$ cat config.mk
export PLATFORM = sky130hd
export DESIGN_NAME = inst_encoder
export DESIGN_NICKNAME = d
export VERILOG_FILES = /design/src/rtl/inst_encoder_pkg.sv /design/src/rtl/sync_fifo.sv /design/src/rtl/inst_encoder.sv
export SDC_FILE = /design/constraint.sdc
export NUM_CORES = 1
export LEC_CHECK = 0
export BUFFER_PORTS_ARGS = -buffer_cell sky130_fd_sc_hd__buf_2
export CORE_AREA = 2 2 110 112
export CTS_BUF_LIST = sky130_fd_sc_hd__clkbuf_8
export CTS_CLUSTER_DIAMETER = 100
export DETAILED_ROUTE_END_ITERATION = 7
export DIE_AREA = 0 0 112 114
export GPL_TIMING_DRIVEN = 0
export PLACE_DENSITY = 0.73
export SKIP_LAST_GASP = 1
export SLEW_MARGIN = 10
export SYNTH_ARGS = -nofsm -noshare
export SYNTH_HDL_FRONTEND = slang
export SYNTH_SLANG_ARGS = --single-unit
$ cat constraint.sdc
create_clock -name clk -period 3.3 [get_ports clk]
set_clock_uncertainty 0.15 [all_clocks]
set_input_delay 0.495 -clock clk [delete_from_list [all_inputs] [get_ports clk]]
set_output_delay 0.495 -clock clk [all_outputs]
set_load 0.005 [all_outputs]
$ cat src/rtl/inst_encoder_pkg.sv
// Shared RV32I instruction constants. The immediate decoder uses the same values,
// so the encoder and decoder cannot drift apart.
package inst_encoder_pkg;

  localparam logic [6:0] OP_I     = 7'b0010011;
  localparam logic [6:0] OP_LOAD  = 7'b0000011;
  localparam logic [6:0] OP_JALR  = 7'b1100111;
  localparam logic [6:0] OP_S     = 7'b0100011;
  localparam logic [6:0] OP_B     = 7'b1100011;
  localparam logic [6:0] OP_LUI   = 7'b0110111;
  localparam logic [6:0] OP_AUIPC = 7'b0010111;
  localparam logic [6:0] OP_JAL   = 7'b1101111;
  localparam logic [6:0] OP_R     = 7'b0110011;

  localparam logic [31:0] NOP_WORD = 32'h0000_0013;

  function automatic logic in_range(input logic [31:0] value, input int lo, input int hi);
    return (int'(value) >= lo) && (int'(value) <= hi);
  endfunction

endpackage

$ cat src/rtl/sync_fifo.sv
// Small synchronous FIFO with flush. The head word is presented combinationally on dout.
module sync_fifo #(
  parameter int DEPTH = 2,
  parameter int WIDTH = 33
) (
  input  logic             clk,
  input  logic             rst,
  input  logic             flush,
  input  logic             push,
  input  logic             pop,
  input  logic [WIDTH-1:0] din,
  output logic [WIDTH-1:0] dout,
  output logic             full,
  output logic             empty
);

  localparam int PW = $clog2(DEPTH);

  logic [WIDTH-1:0] mem [DEPTH];
  logic [PW-1:0]    wr_ptr;
  logic [PW-1:0]    rd_ptr;
  logic [PW:0]      count;
  logic             do_push;
  logic             do_pop;

  assign full    = (count == (PW+1)'(DEPTH));
  assign empty   = (count == '0);
  assign do_push = push && !full;
  assign do_pop  = pop && !empty;
  assign dout    = mem[rd_ptr];

  // Storage is not reset; contents are only visible through count.
  always_ff @(posedge clk) begin
    if (do_push) mem[wr_ptr] <= din;
  end

  always_ff @(posedge clk) begin
    if (rst || flush) begin
      wr_ptr <= '0;
      rd_ptr <= '0;
      count  <= '0;
    end else begin
      if (do_push) wr_ptr <= wr_ptr + PW'(1);
      if (do_pop)  rd_ptr <= rd_ptr + PW'(1);
      count <= count + {{PW{1'b0}}, do_push} - {{PW{1'b0}}, do_pop};
    end
  end

endmodule

$ cat src/rtl/inst_encoder.sv
// Packs opcode, register/funct fields and a signed immediate into an RV32I word.
// Unrepresentable immediates or unknown opcodes are replaced by NOP and flagged.
module inst_encoder
  import inst_encoder_pkg::*;
#(
  parameter int DEPTH = 2,
  parameter int CNT_W = 16
) (
  input  logic             clk,
  input  logic             rst,
  input  logic             flush,
  input  logic             in_valid,
  output logic             in_ready,
  input  logic [6:0]       opcode,
  input  logic [4:0]       rd,
  input  logic [4:0]       rs1,
  input  logic [4:0]       rs2,
  input  logic [2:0]       funct3,
  input  logic [6:0]       funct7,
  input  logic [31:0]      imm,
  output logic             out_valid,
  input  logic             out_ready,
  output logic [31:0]      out_inst,
  output logic             out_err,
  output logic [CNT_W-1:0] acc_cnt,
  output logic [CNT_W-1:0] err_cnt
);

  logic [31:0] enc_word;
  logic        enc_err;
  logic [32:0] head;
  logic        full;
  logic        empty;
  logic        accept;

  always_comb begin
    enc_word = NOP_WORD;
    enc_err  = 1'b0;
    case (opcode)
      OP_I, OP_LOAD, OP_JALR: begin
        enc_err  = !in_range(imm, -2048, 2047);
        enc_word = {imm[11:0], rs1, funct3, rd, opcode};
      end
      OP_S: begin
        enc_err  = !in_range(imm, -2048, 2047);
        enc_word = {imm[11:5], rs2, rs1, funct3, imm[4:0], opcode};
      end
      OP_B: begin
        enc_err  = !in_range(imm, -4096, 4094) || imm[0];
        enc_word = {imm[12], imm[10:5], rs2, rs1, funct3, imm[4:1], imm[11], opcode};
      end
      OP_LUI, OP_AUIPC: begin
        enc_err  = (imm[11:0] != 12'h0);
        enc_word = {imm[31:12], rd, opcode};
      end
      OP_JAL: begin
        enc_err  = !in_range(imm, -1048576, 1048574) || imm[0];
        enc_word = {imm[20], imm[10:1], imm[11], imm[19:12], rd, opcode};
      end
      OP_R: begin
        enc_word = {funct7, rs2, rs1, funct3, rd, opcode};
      end
      default: enc_err = 1'b1;
    endcase
    if (enc_err) enc_word = NOP_WORD;
  end

  // in_ready deliberately ignores out_ready: a full FIFO blocks even if it pops this cycle.
  assign in_ready  = !full && !flush;
  assign accept    = in_valid && in_ready;
  assign out_valid = !empty;
  assign out_inst  = empty ? 32'h0 : head[31:0];
  assign out_err   = !empty && head[32];

  sync_fifo #(
    .DEPTH (DEPTH),
    .WIDTH (33)
  ) u_fifo (
    .clk   (clk),
    .rst   (rst),
    .flush (flush),
    .push  (accept),
    .pop   (out_valid && out_ready),
    .din   ({enc_err, enc_word}),
    .dout  (head),
    .full  (full),
    .empty (empty)
  );

  always_ff @(posedge clk) begin
    if (rst) begin
      acc_cnt <= '0;
      err_cnt <= '0;
    end else if (accept) begin
      if (acc_cnt != '1)            acc_cnt <= acc_cnt + CNT_W'(1);
      if (enc_err && err_cnt != '1) err_cnt <= err_cnt + CNT_W'(1);
    end
  end

endmodule

==> impl_metrics.tcl <==
set metrics [dict create \
    outcome "complete, no violations" \
    numCtsBuffers 9 \
    power.total_mw 2.464 \
    clock_latency_ps 370 \
    vias 4435 \
    antenna_found_initial 4 \
    synth_top_area_frac 0.3896 \
    path_clk_slew_ps 100 \
    period_minus_slack_ps 2872 \
    p_leak_nw 2.294 \
    finalSetupViolations 0 \
    nets 712 \
    synth_edf_count 66 \
    yosysSeqAreaShare 0.5352 \
    critical_path.most_common_cell "clkbuf_1" \
    end_kind "output port" \
    yosys-top-cells-area "edfxtp_1, dfxtp_1, nor2_1" \
    max_stage_delay_ps 640 \
    dominantRegCellSynth "edfxtp_1" \
    crit_fanout 10 \
    viasPerCell 5.579 \
    maxSlewViolCount 0 \
    rsz0062_at_grt "no" \
    dp_worst_setup_slack_ps 226.4 \
    synth_cell_type_count 52 \
    final_core_util 0.5310 \
    ys_seq_elements 103 \
    place_area_um2 6013 \
    tritoncts "built" \
    stdcell_area_um2 6218 \
    std_cell_rows 40 \
    cts_repair_resize_count 0 \
    postSynthCellCount 488 \
    cap_violations 0 \
    grt_pass1_wl_um 21650 \
    io_buffers 135 \
    grt-ovfl-total 0 \
    wirelength_um 13320 \
    tritoncts_num_sinks 103 \
    min_period_over_period 0.8703 \
    fmax_mhz 348.2 \
    die_w_um 112 \
    synth_warnings 0 \
    grt_usage 0.2127 \
    fp.dieH_um 114 \
    max_slew.worst_pin.slew_ps 822.9 \
    initialDrtViolationCount 341 \
    finalHoldViolCount 0 \
    cts_root_buffer "clkbuf_8" \
    min_path_type "in -> reg" \
    setup_ws_ps 428.1 \
    post-route-drc-count 0 \
    critical_path.top_delay_family "buffers and inverters" \
    path_class "reg -> out" \
    grt_pass1_vias 4374 \
    timing.hold.ws_ps 212.9 \
    critPathArrivalTime_ps 2230 \
    powerDensity_nw_per_um2 396.3 \
    ir_drop_mv 0.2208 \
    place_hpwl_um 9986 \
    core_um2 11710 \
    cp_slowest_cell "clkbuf_1" \
    synth_area_per_cell_um2 10.42 \
    yosys.cell_count.top_type "nor2_1" \
    dieArea_um2 12770 \
    crit_chain "clkbuf_1, clkbuf_1, mux2i_1, nor2_1, buf_2" \
    postCtsSetupBuffers 0 \
    postRouteAntennaNets 0 \
    place.gp.congestion 0.8813 \
    synth.largest_area_cell "edfxtp_1" \
    synthTopCellsByCount "nor2_1, edfxtp_1, dfxtp_1, mux2i_1, nand4_1" \
    first_pass_iters 8 \
    start_util 0.4344 \
    htree_levels 3 \
    maxSlewHeadroom 0.4494 \
    hold_buffers 0 \
    crit_buf_inv 3 \
    synth_area_um2 5087 \
    grt_start_max_net_pins 28 \
    max-clock-path-buffers 2 \
    area_growth_pct 22.23 \
    synthArstFlopShare 0 \
    drive_above_1_share 0.2717 \
    start_kind "flop" \
    avgRoutedWirePerCell_um 16.76 \
    cp.required_ps 2650 \
    pin_count 136 \
]
-- layout make-up --
class | count | area [µm²]
inverter | 14 | 52.55
buffer | 25 | 123.9
fill | 1092 | 5493
multi-input combinational | 349 | 2215
clock inverter | 7 | 71.32
antenna | 4 | 10.01
tap | 147 | 183.9
sequential | 103 | 2723
timing repair buffer | 137 | 715.7
clock buffer | 9 | 123.9
-- cells by family after synthesis --
family,synth area share
compound gates,0.09469
xor+xnor,0.02582
fa+ha+maj,0.009838
buf+inv,0.03468
flops,0.5352
mux,0.08903
other cells,0.0007371
simple gates,0.2100
-- final timing paths --
check / endpoint / slack, ps / cells past startpoint / start
hold / removal: u_fifo.wr_ptr / 210 / 2 / flush
setup reg to reg: acc_cnt[13] / 900 / 6 / acc_cnt[10]
hold reg to reg: err_cnt[11] / 360 / 2 / err_cnt[11]
setup / recovery: out_inst[11] / 430 / 5 / flop
-- placed cells by master, fill, tap and decap left out, drive strengths merged, types with 3 or more instances in the layout --
cell type  Yosys  layout
or3            8       8
mux2i         34      34
diode          0       4
nand2         15      15
and4           4       4
dfxtp         37      37
mux2          10      10
conb           1       4
nand2b         5       5
a222oi        10      10
edfxtp        66      66
nor2         100     100
buf            9     146
ha             4       4
o21ai         10      10
nand4         20      20
a22oi         16      16
nand3         13      13
a21oi         12      12
nor2b         11      11
clkbuf        16      25
nor3          12      12
xor2           4       4
xnor2         11      11
or2            3       3
or4            3       3
o211ai         3       3
nor4           8       8
inv           14      17
and3           7       7
-- registers in the layout (all words and copies together) (netlist names), named ones only --
| name | cells |
|---|---|
| acc_cnt | 16 |
| err_cnt | 16 |
| u_fifo.count | 2 |
| u_fifo.mem | 66 |
| u_fifo.rd_ptr | 1 |
| u_fifo.wr_ptr | 1 |
-- stage by stage --
| stage | TNS (ps) | cells |
|---|---|---|
| final | 0 | 795 |
| after global routing | 0 | 795 |
| after CTS | 0 | 791 |
| after detailed placement | 0 | 775 |
| after global placement | -41290 | 773 |
| after floorplan | 0 | 491 |
-- power breakdown --
part / internal (mW) / switching, mW
clock: 0.352 / 0.450
combinational: 0.105 / 0.148
sequential: 1.40 / 0.0141
total: 1.85 / 0.612
-- routing by layer --
layer | routed length, µm | vias up | track usage
li1 | - | 2114 | -
met1 | 5476 | 2140 | 0.2663
met3 | 1021 | 17 | 0.05685
met5 | 0 | - | 0
met4 | 224 | 0 | 0.06260
met2 | 6600 | 164 | 0.3644
Note: power is estimated with default switching activity, not from simulation.
